--- config.mk ---
export PLATFORM = sky130hd
export DESIGN_NAME = uart_rx_fsm_flat
export DESIGN_NICKNAME = d
export VERILOG_FILES = /design/src/rtl/uart_rx_fsm_if.sv /design/src/rtl/uart_rx_fsm.sv /design/src/flat_wrapper.sv
export SDC_FILE = /design/constraint.sdc
export NUM_CORES = 1
export LEC_CHECK = 0
export ABC_AREA = 1
export ABC_CLOCK_PERIOD_IN_PS = 1230
export CAP_MARGIN = 20
export CORE_UTILIZATION = 45
export CTS_CLUSTER_SIZE = 25
export DETAILED_ROUTE_END_ITERATION = 7
export PLACE_DENSITY = 0.72
export SETUP_SLACK_MARGIN = 0.1
export SKIP_LAST_GASP = 1
export SLEW_MARGIN = 20
export SYNTH_ARGS = -nofsm -noshare
export SYNTH_HDL_FRONTEND = slang
export SYNTH_SLANG_ARGS = --single-unit
--- constraint.sdc ---
create_clock -name clk -period 1.23 [get_ports clk]
set_input_delay 0.369 -clock clk [delete_from_list [all_inputs] [get_ports clk]]
set_output_delay 0.369 -clock clk [all_outputs]
set_load 0.03 [all_outputs]
--- src/rtl/uart_rx_fsm_if.sv ---
// uart_rx_fsm_if: serial input and received-character outputs of the UART receiver
interface uart_rx_fsm_if #(
    parameter int DATA_BW = 8
);
    logic               tick;
    logic               RX;
    logic [DATA_BW-1:0] data_out;
    logic               valid;
    logic               frame_err;
    logic               parity_err;
    logic               busy;

    modport master (
        output tick, RX,
        input  data_out, valid, frame_err, parity_err, busy
    );

    modport slave (
        input  tick, RX,
        output data_out, valid, frame_err, parity_err, busy
    );
endinterface

--- src/rtl/uart_rx_fsm.sv ---
// uart_rx_fsm: oversampled UART receiver for {start, data LSB-first, [parity], stop, stop}; UART_RX_PARITY_EN adds even parity
module uart_rx_fsm #(
    parameter int DATA_BW     = 8,
    parameter int DATA_BW_BIT = 4,
    parameter int OVS         = 16,
    parameter int OVS_BIT     = 4
) (
    input logic          clk,
    input logic          rst,
    uart_rx_fsm_if.slave bus
);
`ifdef UART_RX_PARITY_EN
    typedef enum logic [2:0] {IDLE, START, DATA, PARITY, STOP_1, STOP_2} state_t;
    localparam state_t AFTER_DATA = PARITY;
`else
    typedef enum logic [2:0] {IDLE, START, DATA, STOP_1, STOP_2} state_t;
    localparam state_t AFTER_DATA = STOP_1;
`endif

    localparam logic [OVS_BIT-1:0]     MID_START = OVS_BIT'(OVS / 2 - 1);
    localparam logic [OVS_BIT-1:0]     MID_BIT   = OVS_BIT'(OVS - 1);
    localparam logic [DATA_BW_BIT-1:0] LAST_BIT  = DATA_BW_BIT'(DATA_BW - 1);

    state_t               state;
    logic [OVS_BIT-1:0]     ovs_cnt;
    logic [DATA_BW_BIT-1:0] bit_cnt;
    logic [DATA_BW-1:0]     shift;
    logic [DATA_BW-1:0]     data_out;
    logic                   ferr;
    logic                   valid;
    logic                   frame_err;
    logic                   busy;
    logic                   rx_m;
    logic                   rx_s;
    logic                   rx_d;
    logic                   fall;
    logic                   mid;
`ifdef UART_RX_PARITY_EN
    logic                   perr;
    logic                   parity_err;
`endif

    assign fall = rx_d & ~rx_s;
    assign mid  = bus.tick && ovs_cnt == MID_BIT;

    // two-flop synchronizer plus one delay stage for start-edge detection
    always_ff @(posedge clk or negedge rst) begin
        if (!rst) begin
            rx_m <= 1'b1;
            rx_s <= 1'b1;
            rx_d <= 1'b1;
        end else begin
            rx_m <= bus.RX;
            rx_s <= rx_m;
            rx_d <= rx_s;
        end
    end

    // frame FSM; counters restart on every state change, outputs are registered
    always_ff @(posedge clk or negedge rst) begin
        if (!rst) begin
            state     <= IDLE;
            ovs_cnt   <= '0;
            bit_cnt   <= '0;
            shift     <= '0;
            ferr      <= 1'b0;
            data_out  <= '0;
            valid     <= 1'b0;
            frame_err <= 1'b0;
            busy      <= 1'b0;
`ifdef UART_RX_PARITY_EN
            perr       <= 1'b0;
            parity_err <= 1'b0;
`endif
        end else begin
            valid <= 1'b0;
            case (state)
                IDLE: begin
                    ovs_cnt <= '0;
                    bit_cnt <= '0;
                    ferr    <= 1'b0;
                    busy    <= fall;
                    state   <= fall ? START : IDLE;
`ifdef UART_RX_PARITY_EN
                    perr <= 1'b0;
`endif
                end
                START: begin
                    if (bus.tick && ovs_cnt == MID_START) begin
                        ovs_cnt <= '0;
                        state   <= rx_s ? IDLE : DATA;
                        busy    <= ~rx_s;
                    end else if (bus.tick) begin
                        ovs_cnt <= ovs_cnt + 1'b1;
                    end
                end
                DATA: begin
                    if (mid) begin
                        shift   <= {rx_s, shift[DATA_BW-1:1]};
                        ovs_cnt <= '0;
                        bit_cnt <= (bit_cnt == LAST_BIT) ? '0 : bit_cnt + 1'b1;
                        state   <= (bit_cnt == LAST_BIT) ? AFTER_DATA : DATA;
                    end else if (bus.tick) begin
                        ovs_cnt <= ovs_cnt + 1'b1;
                    end
                end
`ifdef UART_RX_PARITY_EN
                PARITY: begin
                    if (mid) begin
                        perr    <= rx_s ^ (^shift);
                        ovs_cnt <= '0;
                        state   <= STOP_1;
                    end else if (bus.tick) begin
                        ovs_cnt <= ovs_cnt + 1'b1;
                    end
                end
`endif
                STOP_1: begin
                    if (mid) begin
                        ferr    <= ferr | ~rx_s;
                        ovs_cnt <= '0;
                        state   <= STOP_2;
                    end else if (bus.tick) begin
                        ovs_cnt <= ovs_cnt + 1'b1;
                    end
                end
                STOP_2: begin
                    if (mid) begin
                        data_out  <= shift;
                        frame_err <= ferr | ~rx_s;
                        valid     <= 1'b1;
                        busy      <= 1'b0;
                        ovs_cnt   <= '0;
                        state     <= IDLE;
`ifdef UART_RX_PARITY_EN
                        parity_err <= perr;
`endif
                    end else if (bus.tick) begin
                        ovs_cnt <= ovs_cnt + 1'b1;
                    end
                end
                default: begin
                    state   <= IDLE;
                    ovs_cnt <= '0;
                    bit_cnt <= '0;
                    busy    <= 1'b0;
                end
            endcase
        end
    end

    assign bus.data_out  = data_out;
    assign bus.valid     = valid;
    assign bus.frame_err = frame_err;
    assign bus.busy      = busy;
`ifdef UART_RX_PARITY_EN
    assign bus.parity_err = parity_err;
`else
    assign bus.parity_err = 1'b0;
`endif
endmodule

--- src/flat_wrapper.sv ---
// flat-port wrapper written by rule: the top's interface ports become plain ports
module uart_rx_fsm_flat 
#(
    parameter int DATA_BW     = 8,
    parameter int DATA_BW_BIT = 4,
    parameter int OVS         = 16,
    parameter int OVS_BIT     = 4
)
  (clk, rst, bus_tick, bus_RX, bus_data_out, bus_valid, bus_frame_err, bus_parity_err, bus_busy);
  uart_rx_fsm_if #(.DATA_BW(DATA_BW)) bus_i ();
  input logic clk;
  input logic rst;
  input wire logic [$bits(bus_i.tick)-1:0] bus_tick;
  input wire logic [$bits(bus_i.RX)-1:0] bus_RX;
  output wire logic [$bits(bus_i.data_out)-1:0] bus_data_out;
  output wire logic [$bits(bus_i.valid)-1:0] bus_valid;
  output wire logic [$bits(bus_i.frame_err)-1:0] bus_frame_err;
  output wire logic [$bits(bus_i.parity_err)-1:0] bus_parity_err;
  output wire logic [$bits(bus_i.busy)-1:0] bus_busy;
  assign bus_i.tick = bus_tick;
  assign bus_i.RX = bus_RX;
  assign bus_data_out = bus_i.data_out;
  assign bus_valid = bus_i.valid;
  assign bus_frame_err = bus_i.frame_err;
  assign bus_parity_err = bus_i.parity_err;
  assign bus_busy = bus_i.busy;
  uart_rx_fsm #(.DATA_BW(DATA_BW), .DATA_BW_BIT(DATA_BW_BIT), .OVS(OVS), .OVS_BIT(OVS_BIT)) u_core (.clk(clk), .rst(rst), .bus(bus_i));
endmodule
Word level (Yosys, flattened, before mapping)
Index checks and enable logic that the tools add are counted.
- bits in registers: 34
- input bits: 4
- muxes and demuxes: 22
- bitwise logic cells: 5
- add/subtract/negate cells: 2
- equal/unequal tests: 11
- reductions and logical operators: 13
- operator list (operator ; count):
    4-bit two-way mux ; 5
    4-bit one-hot mux with 2 select lines ; 2
    3-bit one-hot mux with 5 select lines ; 1
    3-bit two-way mux ; 4
    4-bit by 1-bit adder with 4-bit output (second input constant) ; 2
    4-bit by 3-bit == test with 1-bit output (second input constant) ; 2
    2-bit by 1-bit != test with 1-bit output (second input constant) ; 4
    2-bit AND reduction ; 4
    1-bit two-way mux ; 7
    3-bit by 2-bit == test with 1-bit output (second input constant) ; 2
    3-bit OR reduction ; 2
    4-bit == test (second input constant) ; 1
    1-bit one-hot mux with 4 select lines ; 1
    4-bit AND reduction ; 1
    3-bit by 1-bit == test with 1-bit output (second input constant) ; 1
    3-bit == test (second input constant) ; 1
    3-bit logical NOT ; 1
    1-bit NOT ; 3
    3-bit AND reduction ; 1
    1-bit logical AND ; 2
    2-bit two-way mux ; 1
    1-bit one-hot mux with 2 select lines ; 1
    2-bit nonzero test ; 1
    2-bit OR reduction ; 1
    2 further kinds ; 2

Longest topological paths before layout
Gate-level depths: netlist of run 1.
- word-level depth: 4
- depth in mapped cells: 7
- depth with buffers taken out: 7

Worst setup path before layout of run 1
No wires, ideal clock.
- kind: register to register
- from: register u_core.ovs_cnt[0]
- to: register u_core.data_out[7], in the netlist u_core.bus.data_out[7]
- data arrival time: 1234 ps
- data required time: 1156 ps
- path slack: -78 ps
- stages on the path, launching flop included: 8
- setup time: 74 ps
- cells stage by stage: dfrtp_1 -> ha_1 -> nand4_4 -> clkinv_4 -> nand2_4 -> buf_6 -> nand2_1 -> o21ai_2
- word-level cells in the longest chain between the ends: 3
- ends and longest elaborated chain (element ; RTL line ; source):
    start: declaration ; uart_rx_fsm.sv:25 ; logic [OVS_BIT-1:0] ovs_cnt;
    start signal: assignment ; uart_rx_fsm.sv:94 ; ovs_cnt <= ovs_cnt + 1'b1;
    start signal: assignment ; uart_rx_fsm.sv:104 ; ovs_cnt <= ovs_cnt + 1'b1;
    start signal: assignment ; uart_rx_fsm.sv:124 ; ovs_cnt <= ovs_cnt + 1'b1;
    4-bit == test ; uart_rx_fsm.sv:44 ; assign mid = bus.tick && ovs_cnt == MID_BIT;
    1-bit logical AND ; uart_rx_fsm.sv:44 ;
    2-bit AND reduction (no source line) ; -- ;
    end signal: assignment ; uart_rx_fsm.sv:129 ; data_out <= shift;
    end: declaration ; uart_rx_fsm.sv:28 ; logic [DATA_BW-1:0] data_out;
No other way between the ends.
A chain may end at the register's enable or synchronous reset.

Worst setup path in the final report of run 1
- from: register u_core.ovs_cnt[0]
- to: register u_core.data_out[0], in the netlist u_core.bus.data_out[0]
The elaborated chain is that of the path after synthesis.

==> results of run 1 <==
==> cell families (layout without fill, tap and decap cells) <==
| family | count (synthesis) | after routing | share of synthesized area, % |
|---|---|---|---|
| flip-flops | 34 | 34 | 53.5 |
| other | 1 | 1 | 0.235 |
| AND/OR/NAND/NOR | 79 | 81 | 23.3 |
| buffers and inverters | 24 | 66 | 7.36 |
| adder cells (fa/ha/maj) | 2 | 2 | 1.57 |
| XOR/XNOR | 4 | 4 | 2.19 |
| AO/OA/AOI/OAI | 22 | 22 | 11.3 |
| multiplexers | 1 | 1 | 0.626 |
==> worst register-to-register path: cells and delay by family (launching register included) <==
family / cells / cell delay (ns)
and+or+nand+nor: 4 / 0.44
DFF: 1 / 0.41
adders and majority gates: 1 / 0.17
buffers and inverters: 1 / 0.19
==> synth_stat cells (2+ instances only) <==
cell / count / area (µm²)
nand4_1: 4 / 25.0
nor2_1: 9 / 33.8
nand3_1: 7 / 35.0
buf_4: 2 / 15.0
o21ai_2: 16 / 140
dfstp_2: 3 / 78.8
buf_6: 2 / 22.5
xor2_1: 3 / 26.3
ha_1: 2 / 25.0
inv_1: 16 / 60.1
nand2_2: 2 / 12.5
nand2_1: 50 / 188
nand2_4: 2 / 22.5
inv_2: 3 / 11.3
dfrtp_1: 31 / 776
==> stage by stage <==
stage | TNS, ns | hold slack [ns] | setup WS (ns)
after floorplan | 0 | 0.0734 | 0.00176
after global placement | -11.20 | 0.347 | -0.407
after detailed placement | -12.15 | 0.349 | -0.474
after CTS | -0.876 | 0.363 | -0.0534
after global routing | -3.49 | 0.369 | -0.142
final | -1.50 | 0.362 | -0.0711
==> metal layers <==
layer | up-vias | global-route usage [%]
met5 | - | 0
met4 | 0 | 6.98
met3 | 7 | 7.56
met2 | 27 | 32.4
met1 | 617 | 22.0
li1 | 614 | -
==> timing repair <==
action / in CTS / in global routing
setup endpoints to repair: 41 / 42
gates cloned: 2 / 0
buffers inserted: 13 / 4
pin swaps: 6 / 1
resized for setup: 17 / 4
==> cell type report <==
cell class / instances / share of cell area [%]
multi-input combinational: 111 / 33.0
timing repair buffer: 38 / 16.9
clock buffer: 6 / 2.42
inverter: 20 / 3.89
tap: 46 / 2.71
clock inverter: 2 / 0.590
sequential: 34 / 40.5
==> state kept, by name, indices dropped and copies added (netlist names) <==
signal                cells
u_core.bus.valid          1
u_core.rx_d               1
u_core.bus.busy           1
u_core.ovs_cnt            4
u_core.bus.data_out       8
u_core.rx_s               1
u_core.ferr               1
u_core.shift              8
u_core.bus.frame_err      1
u_core.bit_cnt            4
u_core.state              3
u_core.rx_m               1
==> power breakdown <==
part	internal (mW)	total, mW	switching [mW]	leakage [nW]
logic	0.361	0.730	0.370	0.597
clock network	0.275	0.666	0.391	0.0343
registers	1.27	1.42	0.150	0.438
total	1.91	2.82	0.911	1.07
==> final timing paths <==
| kind | to | start | slack, ns |
|---|---|---|---|
| worst max-delay path | u_core.bus.data_out[0] | u_core.ovs_cnt[0] | -0.07 |
| worst min-delay path | u_core.rx_s | u_core.rx_m | 0.36 |
| worst max register to register | u_core.bus.data_out[0] | u_core.ovs_cnt[0] | -0.07 |
| worst min register to register | u_core.rx_s | u_core.rx_m | 0.36 |
| max in group asynchronous | u_core.bus.data_out[4] | rst | 0.62 |
| min in group asynchronous | u_core.ovs_cnt[3] | rst | 0.37 |
==> key figures, run 1 <==
Finish
  – Layout fillers: 296
  – Multi-input gate area: 701 µm²
  – Commonest non-fill, non-tap cell in the layout: nand2_1
  – Layout cell share with drive strength beyond 1: 41.2%
  – Final Cell Area: 0.00212 mm²
  – Final Core Density: 63.1%
  – Commonest cells after routing, fill and taps aside: nand2_1 (44), dfrtp_1 (28), buf_4 (22), inv_1 (16), o21ai_2 (16)
  – Fin nets: ~220
  – Synth-to-Final Area Change: 32.7%
  – Ant diodes: 0
  – Layout Cells excl Fill: about 260
  – Storage element area: roughly 860 µm²

Global route
  – Number of global-route vias before repair: roughly 1.2k
  – Global router's overall resource usage: 19.2%
  – Grt ovf: 0
  – Pin count of the biggest net entering global routing: 21
  – First-pass GRT wire length: just over 5000 µm
  – Initial antenna violation count: 0

Logic synthesis
  – Synth Area per Inst: about 9.6 µm²
  – Cells after synthesis: 167
  – Yosys reg bits: 34
  – Mapped cell area: 0.00160 mm²
  – Synth warnings: 0
  – Number of flops mapped to enable cells by yosys: 0
  – Synth Flop Type: dfrtp_1
  – Synth unique cells: 30
  – Post-synth ARST share: between 90% and 100%
  – Syn_nets: 173
  – Register area share after synthesis: 53.5%

Detailed routing
  – Routed via count: 1,265
  – Pre-antenna DRT Iters: 4
  – Routed wl met2: 1720 µm
  – Initial DRC Count: 44
  – Drt drc: 0
  – Top layer in use: met4
  – M1 WL: 1370 µm
  – Met3 WL: 111 µm
  – Detailed-route wire length: 3250 µm
  – Routed WL per cell: 12.6 µm
  – DRT antenna net count: 0
  – Vias per inst: 4.92

Hold path
  – Worst hold-check path type: flop to flop
  – Worst hold path depth: 0

STA
  – Worst Skew: 0.00732 ns
  – Max Slew Vio Count: 0
  – Final period util: 106%
  – Final setup viols: 38
  – Tmin final: roughly 1.3 ns
  – RSZ-0062 raised after global routing: yes
  – Fin. Hold Viols: 0
  – Setup slack after layout: -0.0711 ns
  – Max frequency: 769 MHz

Clock tree
  – Clock transition at the registers of the reported paths: 0.11 ns
  – Cts bufs inserted: 5
  – Clock Latency Late Sink: 0.34 ns
  – Sink Count: 34
  – CTS Hold Bufs: 0
  – CTS tree: built
  – CTS root buffer: clkbuf_4
  – Max H-tree Level: 2
  – Bufs on Longest Clock Path: 2

Die
  – Site row count: 21
  – Die X: about 62 µm
  – Top-level port count: 16
  – Initial Util: around 48%
  – CORE AREA: 0.00336 mm²
  – Die Span Y: 61.6 µm
  – Die ar.: 0.00379 mm²

Setup path
  – Reg2Reg Depth: 6
  – Critical Path RT: 1.47 ns
  – Crit path max-delay family: simple AND/OR/NAND/NOR gates
  – Crit-path cells: ha_4, nand4_4, clkinv_4, nand2_4, nand2_1, nand2_1
  – CP endpoint kind: flop
  – Slowest CP cell: dfrtp_1
  – Critical path launch point type: flop
  – CP arrival: approximately 1.6 ns
  – Critical path's most frequent cell: nand2_1
  – CP peak stage delay: 0.41 ns
  – Crit path kind: flop to flop
  – Crit path depth: 6
  – Crit path max fanout: 9
  – Critical path buffer and inverter count: 1

Power and ir drop
  – Leakage power: 1.07 nW
  – Pwr dens: approximately 1300 mW/mm²
  – Maximum vdd drop: 927 µV
  – Power Total: ~2.8 mW

Place
  – Area post-placement: 0.00181 mm²
  – Dpl cells: 230
  – Post-DP HPWL: between 2000 and 2500 µm
  – I/O Buffers: 14
  – Gpl congestion: 0.808

Run status
  – Failing checks: setup timing
  – Outcome: complete, but fails checks

Job
  – MaxCap Viol Count: 0
Note: power is estimated with default switching activity, not from simulation.
==> inputs of run 2 (changes only) <==
CTS_BUF_LIST = sky130_fd_sc_hd__clkbuf_4   (was default)
MAX_ROUTING_LAYER = met4   (was default)
==> run 2 against run 1 <==
Compared with the run above: the run still ends with setup timing left; count of clock-buffer cells in the layout decreased by 1; highest routed layer unchanged; critical path depth is the same; final cell count fell by 0.39%; combinational power up 2.9%; register-to-register slack got worse by 0.04 ns; wire length decreased by 2.5%; clock skew down 0.0025 ns; sequential power barely moved; sequential share of layout area is 0.072 points higher; final area decreased by 0.18%; utilization decreased by 0.11 points.
==> key figures, run 2 (synthesized netlist as in run 1, its figures left out) <==
Power and ir drop
  – Maximum vdd drop: 900 µV (-2.9%)
  – Comb power frac: 27.1% (+1.2 points)
  – Clock Power Share: 21.4% (-2.2 points)
  – Leakage power: 1.07 nW (-0.13%)
  – NetSw: 0.906 mW (-0.63%)
  – Sw frac: 32.7% (+0.38 points)
  – Sequential Power Share: 51.4% (+0.9 points)
  – Int Power: 1.86 mW (-2.3%)
  – Power Total: 2.77 mW (-1.8%)
  – Pwr dens: 1310 mW/mm² (-1.6%)

Die
  – CORE AREA: 0.00336 mm² (unchanged)
  – Initial Util: 47.5% (unchanged)
  – Die X: 61.6 µm (unchanged)
  – Top-level port count: 16 (unchanged)
  – Die Span Y: 61.6 µm (unchanged)
  – Die ar.: 0.00379 mm² (unchanged)
  – Site row count: 21 (unchanged)

Global route
  – Global router's overall resource usage: 18.9% (-0.34 points)
  – Grt ovf: 0 (unchanged)
  – First-pass GRT wire length: 4890 µm (-5.0%)
  – Number of global-route vias before repair: 1,172 (-2.7%)
  – Initial antenna violation count: 0 (unchanged)
  – Pin count of the biggest net entering global routing: 21 (unchanged)

Finish
  – Layout cell share with drive strength beyond 1: 42.4% (+1.1 points)
  – Final Core Density: 62.9% (-0.11 points)
  – Multi-input gate area: 707 µm² (+0.89%)
  – Commonest cells after routing, fill and taps aside: nand2_1 (41), dfrtp_1 (28), buf_4 (22), inv_1 (16), o21ai_2 (16)
  – Ant diodes: 0 (unchanged)
  – Commonest non-fill, non-tap cell in the layout: nand2_1
  – Layout fillers: 290 (-2.0%)
  – Fin nets: 215 (-0.46%)
  – Storage element area: 858 µm² (unchanged)
  – Top Registers: u_core.bus.data_out x8, u_core.shift x8
  – Synth-to-Final Area Change: 32.5%

Detailed routing
  – Met3 WL: 95 µm (-14%)
  – Pre-antenna DRT Iters: 4 (unchanged)
  – Routed via count: 1,227 (-3.0%)
  – Detailed-route wire length: 3160 µm (-2.5%)
  – M1 WL: 1290 µm (-5.7%)
  – Top layer in use: met4
  – Vias per inst: 4.79 (-2.6%)
  – Routed wl met2: 1730 µm (+0.41%)
  – Routed WL per cell: 12.4 µm (-2.1%)
  – Initial DRC Count: 57 (+30%)
  – Drt drc: 0 (unchanged)
  – DRT antenna net count: 0 (unchanged)

Hold path
  – Worst hold-check path type: flop to flop

Place
  – Place WS: -0.474 ns (unchanged)
  – I/O Buffers: 14 (unchanged)
  – Gpl congestion: 0.820 (+1.5%)
  – Post-DP HPWL: 2070 µm (unchanged)

Job
  – MaxCap Viol Count: 0 (unchanged)

Setup path
  – CP endpoint kind: flop
  – Critical Path RT: 1.47 ns (about the same)
  – Crit path max fanout: 16 (+7)
  – CP peak stage delay: 0.42 ns (about the same)
  – Critical path launch point type: flop
  – Register-to-Register Setup Slack: -0.11 ns (-0.04 ns)
  – Crit path kind: flop to flop
  – CP arrival: 1.57 ns (+0.02 ns)
  – Slowest CP cell: dfrtp_1
  – Crit-path cells: ha_4, nand4_4, clkinv_4, nand2_8, nand2_1, o21ai_2

Clock tree
  – Cts bufs inserted: 5 (unchanged)
  – Bufs on Longest Clock Path: 2 (unchanged)
  – Clock Latency Late Sink: 0.33 ns (about the same)
  – Sink Count: 34 (unchanged)
  – CTS tree: built
  – CTS root buffer: clkbuf_4
  – CTS Hold Bufs: 0 (unchanged)
  – Max H-tree Level: 2 (unchanged)
  – Clock transition at the registers of the reported paths: 0.10 ns (about the same)

Run status
  – Outcome: complete, but fails checks
  – Failing checks: setup timing

STA
  – Max frequency: 748 MHz (-2.6%)
  – Fin. Hold Viols: 0 (unchanged)
  – Final period util: 109% (+2.9 points)
  – Tmin final: 1.34 ns (+0.0354 ns)
  – Setup slack after layout: -0.106 ns (-0.0354 ns)
  – Max Slew Vio Count: 0 (unchanged)
  – Worst Skew: 0.00484 ns (-0.00248 ns)
  – Final setup viols: 38 (unchanged)
  – RSZ-0062 raised after global routing: yes
-- run 2: changes by cell type in the layout (fill, tap and decap cells not counted) --
| cell | delta |
|---|---|
| clkbuf_8 | -1 |
| clkinv_1 | +1 |
| nand2_1 | -3 |
| nand2_2 | +2 |
| nand3_1 | -1 |
| nand3_2 | +1 |
-- run 2: worst paths after layout --
kind                                   start                 to  cells after the start
max                        u_core.ovs_cnt[0]    u_core.shift[6]                      6
min                              u_core.rx_m        u_core.rx_s                      0
max reg2reg                u_core.ovs_cnt[0]    u_core.shift[6]                      6
min reg2reg                      u_core.rx_m        u_core.rx_s                      0
max in group asynchronous                rst        u_core.rx_s                      2
min in group asynchronous                rst  u_core.ovs_cnt[3]                      2
-- run 2: power by group through the flow --
stage                     Sequential [mW]  Clock, mW  Combinational [mW]
after global placement               1.43          0               0.575
after floorplan                      1.42          0               0.453
after detailed placement             1.45          0               0.611
after CTS                            1.42      0.613               0.700
after global routing                 1.44      0.660               0.832
final                                1.42      0.593               0.751
-- run 2: metal layers --
| layer | track usage [%] | vias up |
|---|---|---|
| li1 | - | 610 |
| met1 | 20.6 | 593 |
| met2 | 31.8 | 18 |
| met3 | 5.04 | 6 |
| met4 | 8.89 | 0 |
| met5 | - | - |
-- run 2: area by class of cell --
type,instances,area share (%)
clock buffers,5,1.77
clock inverters,3,0.768
inverters,20,3.90
multi-input cells,110,33.4
flip-flops and latches,34,40.5
well taps,46,2.72
repair buffers,38,16.9
-- run 2: repair_timing --
action / 4_1_cts / 5_1_grt
setup buffers: 12 / 5
hold endpoints to repair: 0 / 0
pin swaps: 5 / 4
endpoints found under the setup margin: 41 / 42
cloned: 1 / 0
gates resized for setup: 17 / 9
-- run 2: worst max-delay path, delay by kind of cell (launching register included) --
kind / cells / cell delay, ns
and+or+nand+nor: 3 / 0.40
adders and majority gates: 1 / 0.18
DFF: 1 / 0.42
AOI/OAI and AO/OA: 1 / 0.06
buffers and inverters: 1 / 0.17
-- run 2: per-stage QoR --
step / hold WS (ns) / area, µm² / cells / setup TNS [ns]
after detailed placement: 0.349 / 1810 / 230 / -12.15
final: 0.361 / 2120 / 256 / -1.92
after global placement: 0.347 / 1810 / 230 / -11.20
after global routing: 0.369 / 2120 / 256 / -3.94
after CTS: 0.363 / 2050 / 251 / -0.803
after floorplan: 0.0734 / 1630 / 167 / 0
==> inputs of run 3 (changes only) <==
CORE_UTILIZATION = 52   (was 45)
PLACE_DENSITY = 0.81   (was 0.72)
==> run 3 against run 2 <==
Compared with the run above: the flow still finishes with violations (setup timing); non-clock buffer count fell by 7; worst hold slack improved by 0.00076 ns; maximum frequency barely moved; count of clock-buffer cells in the layout rose by 1; global-route usage rose by 4.2 points; sequential power barely moved; final area fell by 4.0%; via count rose by 1.5%; clock skew rose by 0.013 ns; first-iteration DRC count fell by 14%.
==> key figures, run 3 (synthesized netlist as in run 1, its figures left out) <==
Die
  – CORE AREA: 0.00283 mm² (-16%)
  – Site row count: 19 (-9.5%)
  – Top-level port count: 16 (unchanged)
  – Die Span Y: 57.4 µm (-6.7%)
  – Initial Util: 56.5% (+9.0 points)
  – Die X: 57.4 µm (-6.7%)
  – Die ar.: 0.00330 mm² (-13%)

Clock tree
  – Clock transition at the registers of the reported paths: 0.11 ns (about the same)
  – CTS root buffer: clkbuf_4
  – CTS tree: built
  – Sink Count: 34 (unchanged)
  – Clock Latency Late Sink: 0.34 ns (about the same)
  – Cts bufs inserted: 5 (unchanged)
  – Max H-tree Level: 2 (unchanged)
  – Bufs on Longest Clock Path: 2 (unchanged)
  – CTS Hold Bufs: 0 (unchanged)

Power and ir drop
  – Sw frac: 32.5% (-0.19 points)
  – Pwr dens: 1350 mW/mm² (+3.3%)
  – Leakage power: 1.04 nW (-2.9%)
  – Comb power frac: 25.7% (-1.4 points)
  – Maximum vdd drop: 825 µV (-8.3%)
  – Int Power: 1.85 mW (-0.57%)
  – Power Total: 2.74 mW (-0.85%)
  – Clock Power Share: 22.1% (+0.7 points)
  – NetSw: 0.893 mW (-1.4%)
  – Sequential Power Share: 52.2% (+0.8 points)

Finish
  – Final Core Density: 71.8% (+8.9 points)
  – Layout cell share with drive strength beyond 1: 38.9% (-3.5 points)
  – Fin nets: 208 (-3.3%)
  – Ant diodes: 0 (unchanged)
  – Commonest non-fill, non-tap cell in the layout: nand2_1
  – Commonest cells after routing, fill and taps aside: nand2_1 (42), dfrtp_1 (29), inv_1 (16), o21ai_2 (16), buf_4 (15)
  – Synth-to-Final Area Change: 27.2%
  – Final Cell Area: 0.00203 mm² (-4.0%)
  – Layout Cells excl Fill: 234 (-8.6%)
  – Top Registers: u_core.bus.data_out x8, u_core.shift x8
  – Layout fillers: 206 (-29%)

Global route
  – Initial antenna violation count: 0 (unchanged)
  – Grt ovf: 0 (unchanged)
  – Global router's overall resource usage: 23.1% (+4.2 points)
  – First-pass GRT wire length: 5380 µm (+9.9%)
  – Pin count of the biggest net entering global routing: 35 (+67%)
  – Number of global-route vias before repair: 1,223 (+4.4%)

STA
  – Max frequency: 748 MHz (about the same)
  – RSZ-0062 raised after global routing: yes
  – TNS Setup: -2.21 ns (-0.290 ns)
  – Setup slack after layout: -0.106 ns (+0.000400 ns)
  – Worst Skew: 0.0180 ns (+0.0132 ns)
  – Hold Slack: 0.362 ns (+0.000763 ns)
  – Max Slew Vio Count: 0 (unchanged)
  – Tmin final: 1.34 ns (-0.000400 ns)
  – Final period util: 109% (about the same)
  – Final setup viols: 38 (unchanged)
  – Fin. Hold Viols: 0 (unchanged)

Detailed routing
  – Vias per inst: 5.32 (+11%)
  – Drt drc: 0 (unchanged)
  – Detailed-route wire length: 3200 µm (+1.0%)
  – Initial DRC Count: 49 (-14%)
  – Routed WL per cell: 13.7 µm (+11%)
  – Routed via count: 1,246 (+1.5%)
  – Pre-antenna DRT Iters: 4 (unchanged)
  – DRT antenna net count: 0 (unchanged)

Run status
  – Failing checks: setup timing
  – Outcome: complete, but fails checks

Setup path
  – CP endpoint kind: flop
  – Critical path launch point type: flop
  – Critical Path RT: 1.45 ns (-0.02 ns)
  – Crit path kind: flop to flop
  – Crit path max fanout: 16 (unchanged)
  – CP arrival: 1.56 ns (about the same)

Place
  – Place WS: -0.442 ns (+0.0317 ns)
  – Gpl congestion: 0.771 (-6.0%)
  – I/O Buffers: 14 (unchanged)
  – Post-DP HPWL: 2020 µm (-2.3%)
  – Dpl cells: 215 (-6.5%)
  – Area post-placement: 0.00181 mm² (-0.35%)

Hold path
  – Worst hold-check path type: flop to flop

Job
  – MaxCap Viol Count: 0 (unchanged)
## run 3: layout make-up
| cell class | count | area [µm²] | area share (%) |
|---|---|---|---|
| flip-flops and latches | 34 | 857 | 42.2 |
| multi-input cells | 110 | 699 | 34.4 |
| repair buffers | 31 | 300 | 14.8 |
| inverters | 20 | 82.6 | 4.06 |
| clock buffers | 6 | 45.0 | 2.22 |
| well taps | 31 | 38.8 | 1.91 |
| clock inverters | 2 | 8.76 | 0.431 |
## run 3: what timing repair did
action | 4_1_cts | 5_1_grt
endpoints found under the setup margin | 41 | 42
cloned | 1 | 0
setup buffers | 4 | 6
hold endpoints to repair | 0 | 0
pin swaps | 4 | 7
gates resized for setup | 16 | 8
## run 3: power groups by stage
stage | combinational [mW] | sequential [mW] | clock [mW]
after floorplan | 0.453 | 1.42 | 0
after global placement | 0.573 | 1.42 | 0
after detailed placement | 0.632 | 1.45 | 0
after CTS | 0.671 | 1.43 | 0.621
after global routing | 0.777 | 1.45 | 0.671
final | 0.706 | 1.43 | 0.606
## run 3: worst max-delay path: stages (launching register included)
cell      delay [ns]
dfrtp_1         0.43
ha_4            0.18
nand4_4         0.17
clkinv_4        0.16
nand2_8         0.12
nand2_1         0.09
o21ai_2         0.05
## run 3: path summary, 6_finish.rpt
path	start	slack (ns)	depth (start not counted)	end
worst max-delay path	u_core.ovs_cnt[0]	-0.11	6	u_core.shift[7]
worst min-delay path	u_core.rx_m	0.36	0	u_core.rx_s
worst max register to register	u_core.ovs_cnt[0]	-0.11	6	u_core.shift[7]
worst min register to register	u_core.rx_m	0.36	0	u_core.rx_s
max in group asynchronous	rst	0.59	2	u_core.rx_m
min in group asynchronous	rst	0.37	2	u_core.ovs_cnt[2]
## run 3: per-layer routing
| metal | part of all wire (%) | routed length [µm] | vias up | GRT usage, % |
|---|---|---|---|---|
| li1 | - | - | 600 | - |
| met1 | 40 | 1280 | 604 | 25.3 |
| met2 | 54 | 1720 | 35 | 38.4 |
| met3 | 4.2 | 134 | 7 | 7.71 |
| met4 | 1.9 | 62 | 0 | 9.41 |
| met5 | 0 | 0 | - | - |
==> RTL change (settings of run 1) <==
`DATA_BW_BIT` is set to 4 in 2 places; all go to 6.
--- a/src/rtl/uart_rx_fsm.sv
+++ b/src/rtl/uart_rx_fsm.sv
@@ -1,7 +1,7 @@
 // uart_rx_fsm: oversampled UART receiver for {start, data LSB-first, [parity], stop, stop}; UART_RX_PARITY_EN adds even parity
 module uart_rx_fsm #(
     parameter int DATA_BW     = 8,
-    parameter int DATA_BW_BIT = 4,
+    parameter int DATA_BW_BIT = 6,
     parameter int OVS         = 16,
     parameter int OVS_BIT     = 4
 ) (
--- a/src/flat_wrapper.sv
+++ b/src/flat_wrapper.sv
@@ -2,7 +2,7 @@
 module uart_rx_fsm_flat 
 #(
     parameter int DATA_BW     = 8,
-    parameter int DATA_BW_BIT = 4,
+    parameter int DATA_BW_BIT = 6,
     parameter int OVS         = 16,
     parameter int OVS_BIT     = 4
 )
Behaviour: same outputs for any inputs over 10 cycles, from zero or initial values and one cycle with rst low; that may be too few to reach the edited logic, so the function may still have changed.
==> RTL change against run 1 <==
  * The run still ends with setup timing left
  * Maximum frequency shrank 0.87%
  * Power grew 21%
  * Sequential cell count grew 2
  * Combinational power grew 45%
  * Cell area grew 6.4%
  * Sequential power grew 7%
  * Area after synthesis grew 9.3%
  * Setup slack lost 11 ps
  * Wire length shrank 0.40%
  * Worst hold slack is essentially flat
  * Largest cell class unchanged
  * Highest routed layer unchanged
==> RTL change: results (changes against run 1) <==
r2r_cells: 6  # unchanged
cts_buffers: 5  # unchanged
timing.final.ws_setup_ps: -82.5  # -11.5 ps
hold_depth: 0  # unchanged
synth_fa_ha_area_frac: 0.0143  # -0.00134
slowest_delay_ps: 390  # -20 ps
grt_start_max_net_pins: 24  # +14%
track_usage: 0.183  # -0.00879
ys_top_cells_by_count: "nand2_1, dfrtp_1, inv_1"
place_area_mm2: 0.00200  # +10%
yosys_warnings: 0  # unchanged
drt-wirelength-per-cell_um: 11.6  # -8.3%
synth_xor_area_frac: 0.0201  # -0.00187
synth_compound_area_frac: 0.108  # -0.00460
fin_nets: 236  # +9.3%
drt-initial-drc-count: 56  # +27%
root_buffer: "clkbuf_8"
place.gp.congestion: 0.810  # +0.24%
synth_seq_area_share: 0.518  # -0.0169
synthDistinctLibCells: 28  # -6.7%
ys_top_cells_by_area: "dfrtp_1, nand2_1, o21ai_2"
use_met3: 0.0589  # -0.0167
synth.top_cell.area_share: 0.473  # -0.0127
peakVddDrop_uv: 697  # -25%
clkTransAtPathRegs_ps: 70  # -40 ps
cp_slowest_cell: "dfrtp_1"
ys_dominant_reg_cell: "dfrtp_1"
finalSetupViolations: 31  # -18%
syn-num-nets: 194  # +12%
critPathTopFamily: "simple AND/OR/NAND/NOR gates"
status: "finished with violations"
antenna_cells: 0  # unchanged
largest_registers: "u_core.bus.data_out (8), u_core.shift (8), u_core.bit_cnt (6)"
violations: "setup timing"
p_leak_nw: 1.10  # +3.2%
vias: 1338  # +5.8%
drive_above_1_share: 0.381  # -0.0314
grt.met1_usage: 0.238  # +0.0174
n_fill_cell: 317  # +7.1%
dp_hpwl_um: 2220  # +7.4%
grt.met2_usage: 0.282  # -0.0425
insertion_delay_ps: 290  # -50 ps
path_max_fanout: 17  # +8
grt_first_pass_wirelength_um: 5660  # +10%
clock_skew_ps: 4.17  # -3.15 ps
muxShareOfSynthArea: 0  # -0.00626
arrival_ps: 1500  # -50 ps
numPortBuffers: 14  # unchanged
cts_buffer_depth: 2  # unchanged
[RTL change: cell count changes in the layout (fill, tap and decap cells not counted), sizes merged, moves of 2 or more]
cell   change
nor2       +6
nand2      +6
nand3      +2
o21ai      +4
inv        +2
dfrtp      +2
[RTL change: metal layers]
metal,share of wire,up-vias
li1,-,685
met1,0.46,632
met2,0.49,15
met3,0.033,6
met4,0.019,0
met5,0,-
[RTL change: what timing repair did]
item,4_1_cts,5_1_grt
gates resized for setup,15,6
hold buffers,1,0
pin swaps,3,2
endpoints found under the hold margin,10,0
setup endpoints to repair,44,44
setup buffers,5,6
[RTL change: power breakdown]
group,internal [mW],total [mW],switching (mW),leakage (nW)
clock,0.394,0.820,0.427,0.0479
sequential,1.35,1.52,0.166,0.476
combinational,0.482,1.06,0.579,0.579
[RTL change: layout make-up]
class / instances / area (um^2) / share of cell area
sequential: 36 / 905 / 0.401
clock inverter: 3 / 18.8 / 0.00832
clock buffer: 5 / 68.8 / 0.0305
timing repair buffer: 39 / 354 / 0.157
multi-input combinational: 127 / 766 / 0.339
tap: 48 / 60.1 / 0.0266
inverter: 21 / 83.8 / 0.0372
[RTL change: logic make-up (layout without fill, tap and decap cells)]
logic type / Yosys count / count (layout)
and+or+nand+nor: 96 / 96
DFF: 36 / 36
buffers and inverters: 25 / 68
AOI/OAI and AO/OA: 24 / 24
xor gates and xnor gates: 4 / 4
adders and majority gates: 2 / 2
other: 1 / 1
[RTL change: worst reg2reg max path: stages (launching register included)]
cell and delay [ps]:
dfrtp_1 390, ha_4 180, nand4_4 190, nor2_4 200, inv_6 100, nand2_1 100, o21ai_2 50
[RTL change: worst paths after layout]
path                                             start                                 end  slack, ps
setup / recovery           u_core.ovs_cnt[1]$_DFF_PN0_  u_core.bus.data_out[2]$_DFFE_PN0P_        -80
hold / removal                   u_core.rx_m$_DFF_PN1_               u_core.rx_s$_DFF_PN1_        360
setup reg to reg           u_core.ovs_cnt[1]$_DFF_PN0_  u_core.bus.data_out[2]$_DFFE_PN0P_        -80
hold reg to reg                  u_core.rx_m$_DFF_PN1_               u_core.rx_s$_DFF_PN1_        360
max in group asynchronous                          rst          u_core.bus.valid$_DFF_PN0_        290
min in group asynchronous                          rst       u_core.bit_cnt[4]$_DFFE_PN0P_        510
[RTL change: per-stage QoR]
step	setup WS (ps)	utilization	std cells	TNS [ps]
6_report	-82.5	0.612	279	-1840
2_1_floorplan	-41.8	-	188	-86.2
3_5_place_dp	-469	0.542	259	-14220
5_1_grt	-175	0.612	279	-4690
4_1_cts	-69.0	0.593	273	-1490
3_3_place_gp	-432	0.542	259	-13490
